[config.mk]
export PLATFORM = sky130hd
export DESIGN_NAME = bn_param_loader
export DESIGN_NICKNAME = d
export VERILOG_FILES = /design/src/rtl/bn_param_loader.sv
export SDC_FILE = /design/constraint.sdc
export NUM_CORES = 2
export LEC_CHECK = 0
export BUFFER_PORTS_ARGS = -buffer_cell sky130_fd_sc_hd__buf_2
export CAP_MARGIN = 25
export CORE_AREA = 10 10 594 596
export CTS_BUF_LIST = sky130_fd_sc_hd__clkbuf_4 sky130_fd_sc_hd__clkbuf_8
export CTS_CLUSTER_DIAMETER = 150
export DETAILED_ROUTE_END_ITERATION = 16
export DIE_AREA = 0 0 604 606
export PLACE_DENSITY = 0.59
export SYNTH_ARGS = -nofsm -noshare
export SYNTH_HDL_FRONTEND = slang
export SYNTH_SLANG_ARGS = --single-unit
[constraint.sdc]
create_clock -name clk -period 6.1 [get_ports clk]
set_clock_uncertainty 0.15 [all_clocks]
set_input_delay 0.915 -clock clk [delete_from_list [all_inputs] [get_ports clk]]
set_output_delay 0.915 -clock clk [all_outputs]
set_load 0.02 [all_outputs]
[src/rtl/bn_param_loader.sv]
// Batch-norm gamma/beta parameter loader: streams words into a shadow bank,
// verifies a trailing XOR checksum and commits both banks atomically on a match.
module bn_param_loader #(
    parameter int WIDTH    = 16,
    parameter int FRAC     = 8,
    parameter int CHANNELS = 48
) (
    input  logic                        clk,
    input  logic                        rst_n,
    input  logic                        start,
    input  logic                        abort,
    input  logic [WIDTH-1:0]            s_data,
    input  logic                        s_valid,
    output logic                        s_ready,
    output logic [CHANNELS*WIDTH-1:0]   gamma_packed,
    output logic [CHANNELS*WIDTH-1:0]   beta_packed,
    output logic                        params_valid,
    output logic                        busy,
    output logic                        load_done,
    output logic                        load_error
);

    localparam int IDX_W = (CHANNELS > 1) ? $clog2(CHANNELS) : 1;
    localparam logic [WIDTH-1:0] GAMMA_ONE = WIDTH'(1) << FRAC;
    localparam logic [IDX_W-1:0] IDX_LAST  = IDX_W'(CHANNELS - 1);

    typedef enum logic [2:0] {
        ST_IDLE,
        ST_GAMMA,
        ST_BETA,
        ST_CHECK,
        ST_COMMIT
    } state_t;

    state_t                      state_q, state_d;
    logic [IDX_W-1:0]            idx_q, idx_d;
    logic [WIDTH-1:0]            acc_q, acc_d;
    logic                        params_valid_q, params_valid_d;
    logic                        load_done_q, load_done_d;
    logic                        load_error_q, load_error_d;
    logic [CHANNELS*WIDTH-1:0]   gamma_q, gamma_d;
    logic [CHANNELS*WIDTH-1:0]   beta_q, beta_d;

    logic [WIDTH-1:0]            shadow_gamma_q [CHANNELS];
    logic [WIDTH-1:0]            shadow_gamma_d [CHANNELS];
    logic [WIDTH-1:0]            shadow_beta_q  [CHANNELS];
    logic [WIDTH-1:0]            shadow_beta_d  [CHANNELS];
    logic [CHANNELS*WIDTH-1:0]   shadow_gamma_flat;
    logic [CHANNELS*WIDTH-1:0]   shadow_beta_flat;

    logic                        wr_gamma;
    logic                        wr_beta;
    logic                        commit;

    always_comb begin
        state_d        = state_q;
        idx_d          = idx_q;
        acc_d          = acc_q;
        params_valid_d = params_valid_q;
        load_error_d   = load_error_q;
        load_done_d    = 1'b0;
        wr_gamma       = 1'b0;
        wr_beta        = 1'b0;
        commit         = 1'b0;
        s_ready        = 1'b0;

        case (state_q)
            ST_IDLE: begin
                if (start) begin
                    idx_d        = '0;
                    acc_d        = '0;
                    load_error_d = 1'b0;
                    state_d      = ST_GAMMA;
                end
            end
            ST_GAMMA: begin
                s_ready = 1'b1;
                if (abort) begin
                    state_d = ST_IDLE;
                end else if (s_valid) begin
                    wr_gamma = 1'b1;
                    acc_d    = acc_q ^ s_data;
                    if (idx_q == IDX_LAST) begin
                        idx_d   = '0;
                        state_d = ST_BETA;
                    end else begin
                        idx_d = idx_q + 1'b1;
                    end
                end
            end
            ST_BETA: begin
                s_ready = 1'b1;
                if (abort) begin
                    state_d = ST_IDLE;
                end else if (s_valid) begin
                    wr_beta = 1'b1;
                    acc_d   = acc_q ^ s_data;
                    if (idx_q == IDX_LAST) begin
                        idx_d   = '0;
                        state_d = ST_CHECK;
                    end else begin
                        idx_d = idx_q + 1'b1;
                    end
                end
            end
            ST_CHECK: begin
                s_ready = 1'b1;
                if (abort) begin
                    state_d = ST_IDLE;
                end else if (s_valid) begin
                    if (s_data == acc_q) begin
                        state_d = ST_COMMIT;
                    end else begin
                        load_error_d = 1'b1;
                        state_d      = ST_IDLE;
                    end
                end
            end
            ST_COMMIT: begin
                commit         = 1'b1;
                params_valid_d = 1'b1;
                load_done_d    = 1'b1;
                state_d        = ST_IDLE;
            end
            default: begin
                state_d = ST_IDLE;
            end
        endcase
    end

    // Shadow slots carry no reset: their contents only matter once committed.
    for (genvar gi = 0; gi < CHANNELS; gi++) begin : g_shadow
        always_comb begin
            shadow_gamma_d[gi] = shadow_gamma_q[gi];
            shadow_beta_d[gi]  = shadow_beta_q[gi];
            if (wr_gamma && (idx_q == IDX_W'(gi))) begin
                shadow_gamma_d[gi] = s_data;
            end
            if (wr_beta && (idx_q == IDX_W'(gi))) begin
                shadow_beta_d[gi] = s_data;
            end
        end

        always_ff @(posedge clk) begin
            shadow_gamma_q[gi] <= shadow_gamma_d[gi];
            shadow_beta_q[gi]  <= shadow_beta_d[gi];
        end

        assign shadow_gamma_flat[gi*WIDTH +: WIDTH] = shadow_gamma_q[gi];
        assign shadow_beta_flat[gi*WIDTH +: WIDTH]  = shadow_beta_q[gi];
    end

    always_comb begin
        gamma_d = commit ? shadow_gamma_flat : gamma_q;
        beta_d  = commit ? shadow_beta_flat  : beta_q;
    end

    always_ff @(posedge clk or negedge rst_n) begin
        if (!rst_n) begin
            state_q        <= ST_IDLE;
            idx_q          <= '0;
            acc_q          <= '0;
            params_valid_q <= 1'b0;
            load_done_q    <= 1'b0;
            load_error_q   <= 1'b0;
            gamma_q        <= {CHANNELS{GAMMA_ONE}};
            beta_q         <= '0;
        end else begin
            state_q        <= state_d;
            idx_q          <= idx_d;
            acc_q          <= acc_d;
            params_valid_q <= params_valid_d;
            load_done_q    <= load_done_d;
            load_error_q   <= load_error_d;
            gamma_q        <= gamma_d;
            beta_q         <= beta_d;
        end
    end

    assign gamma_packed = gamma_q;
    assign beta_packed  = beta_q;
    assign params_valid = params_valid_q;
    assign load_done    = load_done_q;
    assign load_error   = load_error_q;
    assign busy         = (state_q != ST_IDLE);

endmodule

* Yosys cells after proc, flatten, opt, wreduce, memory -nomap -nowiden *
Memory sizes are Yosys's and may differ from the RTL's.
Cells that the tools add are included.

word-level totals
  input bits = 21
  memories = 2
  word-level logic and storage cells = 308
  output and inout port bits = 1541
  memory bits (read-only) = 0
  register bits after elaboration = 1564
  memory bits (writable) = 1536
  latch bits = 0

memories
  memory          words  bits a word  rd ports  clocked after memory_dff  wr ports  RTL line  text
  shadow_beta_q   48     16           48        0                         48        46        logic [WIDTH-1:0] shadow_beta_q [CHANNELS];
  shadow_gamma_q  48     16           48        0                         48        44        logic [WIDTH-1:0] shadow_gamma_q [CHANNELS];

cells by class
  bitwise logic cells = 1
  equality and inequality tests = 63
  multipliers = 0
  shift-type cells = 0
  divide/modulo/power cells = 0
  muxes and demuxes = 127
  reductions and logical operators = 106
  magnitude comparators = 0
  add/subtract/negate cells = 1

operator list
  cell                 count
  $mux 16              99
  $eq 6x5->1 const B   16
  $eq 6x6->1 const B   16
  $logic_and 1x1->1    96
  $eq 6x4->1 const B   8
  $pmux 16 s2          1
  $mux 3               10
  $eq 6x3->1 const B   4
  $mux 6               4
  $eq 16x16->1         1
  $xor 16x16->16       1
  $ne 3x3->1 const B   5
  $eq 6x2->1 const B   2
  $pmux 3 s4           1
  $pmux 6 s2           1
  $mux 1               10
  $ne 2x2->1 const B   5
  $add 6x1->6 const B  1
  $eq 3x2->1 const B   2
  $eq 6x1->1 const B   1
  $logic_not 6->1      1
  $reduce_and 6->1     1
  $reduce_and 5->1     1
  $reduce_and 4->1     1
  other kinds (9)      10

* Logic depth before layout (Yosys ltp) *
  word-level depth = 5
  gate-level depth with buffers = 9
  mapped depth without buffers = 5

* Worst setup path after synthesis *
OpenSTA, ideal clock, no wires.

  path type = input to register
  start = in abort
  end = mem shadow_gamma_q[13][0] (enable)
  required time = 5562 ps
  path slack = 3129 ps
  arrival = 2432 ps
  setup time = 388 ps
  path buffers = 1
  stages on the path = 5
  cell sequence = nor3b_2 -> and3b_1 -> nand2_1 -> clkbuf_1 -> nor2_1

RTL lines
  element             RTL line  text
  start: declaration  11        input logic abort,
  end: declaration    44

==> results.toml <==
[power_and_ir_drop]
power_frac_clock = 0.440
ir_worst_vdd_mv = 0.237
p_sw_uw = 9520
power_uw = 41900
total_leakage_power_uw = 0.0642
p_sw_frac = 0.227
p_int_uw = 32400
seq_power_share = 0.529
combPwrFrac = 0.031
power_density_nw_per_um2 = 321

[routing]
drt-total-wl_um = 368000
drt_pass1_iterations = 6
drc = 0
first_iter_violations = 7015
vias_per_cell = 4.54
vias = 69100
wl_per_cell_um = 24.2
antenna_left = 0

[grt]
track_usage = 0.191
grtUsageMet2 = 0.325
grt-ovfl-total = 0
antenna_found_initial = 29
busiest_layer = "met2"
grtUsageMet3 = 0.0410
grt_use_met1 = 0.231
first_global_vias = 68400
grt_max_degree = 180
grt_first_pass_wirelength_um = 509000

[critical_path]
crit_required_ns = 6.58
crit_fanout = 22
worstPathArrival_ns = 4.09
worstSetupEndpointType = "flip-flop"
crit_buf_inv = 3
cp_top_family = "simple AND/OR/NAND/NOR gates"
crit_path_cell_trace = "dlygate4sd3_1 > buf_2 > nor3b_2 > buf_4 > and3b_1 > nand2_2 > nor2_2"
crit_type = "input pin to flip-flop"
critPathLaunchType = "input pin"
slowest_delay_ns = 0.99
crit_slowest_cell = "nor2_2"

[layout]
final_cell_mix = "nand2_1, buf_2, edfxtp_1, dfrtp_1, clkbuf_8"
drive_gt1_frac = 0.255
n_fill_cell = 33000
final_cells = 15200
area_delta_synth_final_pct = 23.4
final_nets = 10300
final_common_cell = "nand2_1"

[floorplan]
die_x_um = 604
die_area_um2 = 366000
die_h_um = 606
io_pins = 1562
core_area_um2 = 341000
rows = 215
start_util = 0.309

[status]
status = "finished clean"

[placement]
gp_congestion = 0.803
io_buffers = 1561
dp_cells = 14300
hpwlAfterDp_um = 237000

[logic_synthesis]
avgSynthCellArea_um2 = 12.7
ys_types = 39
yosys-top-cells-area = "edfxtp_1, dfrtp_1, nand2_1"
synthArstFlopShare = 0.505
synth_area_um2 = 106000
yosysTopAreaCellShare = 0.437
synthCells = 8345
syn_nets = 8370
synth_edf_count = 1536
ys_seq_area_frac = 0.808
yosys_warnings = 0
ys.flop_type = "edfxtp_1"
synth_top_area_cell = "edfxtp_1"
ys_ff_latch = 3100

[clock_network]
post_cts.repair.setup_buffers = 0
htree_levels = 5
clockBufferDepth = 4
cts_root_buf = "clkbuf_8"
cts_made_buffers = 484
clk_latency_ns = 1.08
path_clk_slew_ns = 0.07
cts_tree = "built"
cts_sinks = 3100

[timing]
fin_crit_sh = 0.592
fmax_mhz = 277
rsz0062_at_grt = "no"
worstMarginPinSlew_ns = 1.15
setup-violations-final = 0
holdWs_ns = 0.110
min_period_ns = 3.61
drv_slew = 0
hold_viol = 0
relSlewSlack = 0.236
tns_ns = 0

[job]
cap_violations = 0

[min_path]
min-delay-path-class = "input pin to flip-flop"
[registers in the layout, indices dropped and copies added (netlist names)]
register / flops
params_valid: 1
shadow_beta_q: 768
gamma_packed: 768
beta_packed: 768
state_q: 3
load_error: 1
shadow_gamma_q: 768
idx_q: 6
load_done: 1
acc_q: 16
[power groups by stage]
stage,logic (µW),clock network [µW],registers [µW]
after floorplan,277,0,22600
after global placement,1340,0,22600
after detailed placement,1360,0,22600
after CTS,1370,18800,22200
after global routing,1420,19700,22200
final,1300,18400,22200
[routing by layer]
metal / wire length, µm / part of all wire
met1: 140000 / 0.38
met2: 182000 / 0.49
met3: 26500 / 0.072
met4: 20400 / 0.055
met5: 0 / 0
[cells in the mapped netlist (4+ instances only)]
library cell,instances
nand2_1,4632
dfrtp_1,1516
nor3_1,18
nand2b_1,5
inv_1,4
edfxtp_1,1536
a21oi_1,7
clkbuf_1,150
nor4_1,4
buf_1,33
and3_1,4
ha_1,4
o21ai_1,8
nor2_1,102
o21ai_0,30
xor2_1,14
buf_2,177
nand3_1,23
dfstp_2,48
[timing repair]
| item | 4_1_cts | 5_1_grt |
|---|---|---|
| endpoints found under the hold margin | 110 | 0 |
| gates resized for setup | 0 | 0 |
| hold buffers | 8 | 0 |
[final timing paths]
kind / startpoint / endpoint / slack [ns] / depth (start not counted)
worst max-delay path: abort / shadow_gamma_q[34][11] / 2.49 / 7
worst min-delay path: s_data[3] / shadow_beta_q[38][3] / 0.11 / 1
worst max register to register: state_q[0] / gamma_packed[322] / 2.66 / 6
worst min register to register: shadow_gamma_q[12][14] / gamma_packed[206] / 0.23 / 2
max in group asynchronous: rst_n / gamma_packed[763] / 3.87 / 3
min in group asynchronous: rst_n / beta_packed[432] / 0.24 / 2
[layout make-up]
| cell class | instances | area (µm²) | area share |
|---|---|---|---|
| Antenna cell | 5 | 12.5 | 0.0000960 |
| Clock buffer | 776 | 9320 | 0.0715 |
| Clock inverter | 134 | 1030 | 0.00790 |
| Inverter | 5 | 26.3 | 0.000202 |
| Multi-Input combinational cell | 4880 | 18900 | 0.145 |
| Sequential cell | 3100 | 85300 | 0.655 |
| Tap cell | 4557 | 5700 | 0.0437 |
| Timing Repair Buffer | 1770 | 10100 | 0.0773 |
[cells by family after synthesis]
kind of cell	count (synthesis)	synth area share
xor gates and xnor gates	17	0.00141
AOI/OAI and AO/OA	52	0.00270
adders and majority gates	4	0.000474
DFF	3100	0.808
buffers and inverters	365	0.0151
and+or+nand+nor	4807	0.172
[through the flow]
| stage | setup slack (ns) | utilization | area, µm² |
|---|---|---|---|
| 2_1_floorplan | 3.13 | - | 106000 |
| 3_3_place_gp | 1.95 | 0.351 | 120000 |
| 3_5_place_dp | 1.88 | 0.351 | 120000 |
| 4_1_cts | 2.35 | 0.382 | 130000 |
| 5_1_grt | 2.34 | 0.382 | 130000 |
| 6_report | 2.49 | 0.382 | 130000 |
[worst register-to-register path, stage by stage (launching register included)]
cell	delay [ns]
dfrtp_1	0.53
nor2_1	0.44
nand2_8	0.39
inv_8	0.60
buf_4	0.97
nand2_1	0.19
nand2_1	0.09
(Power assumes the default switching activity.)
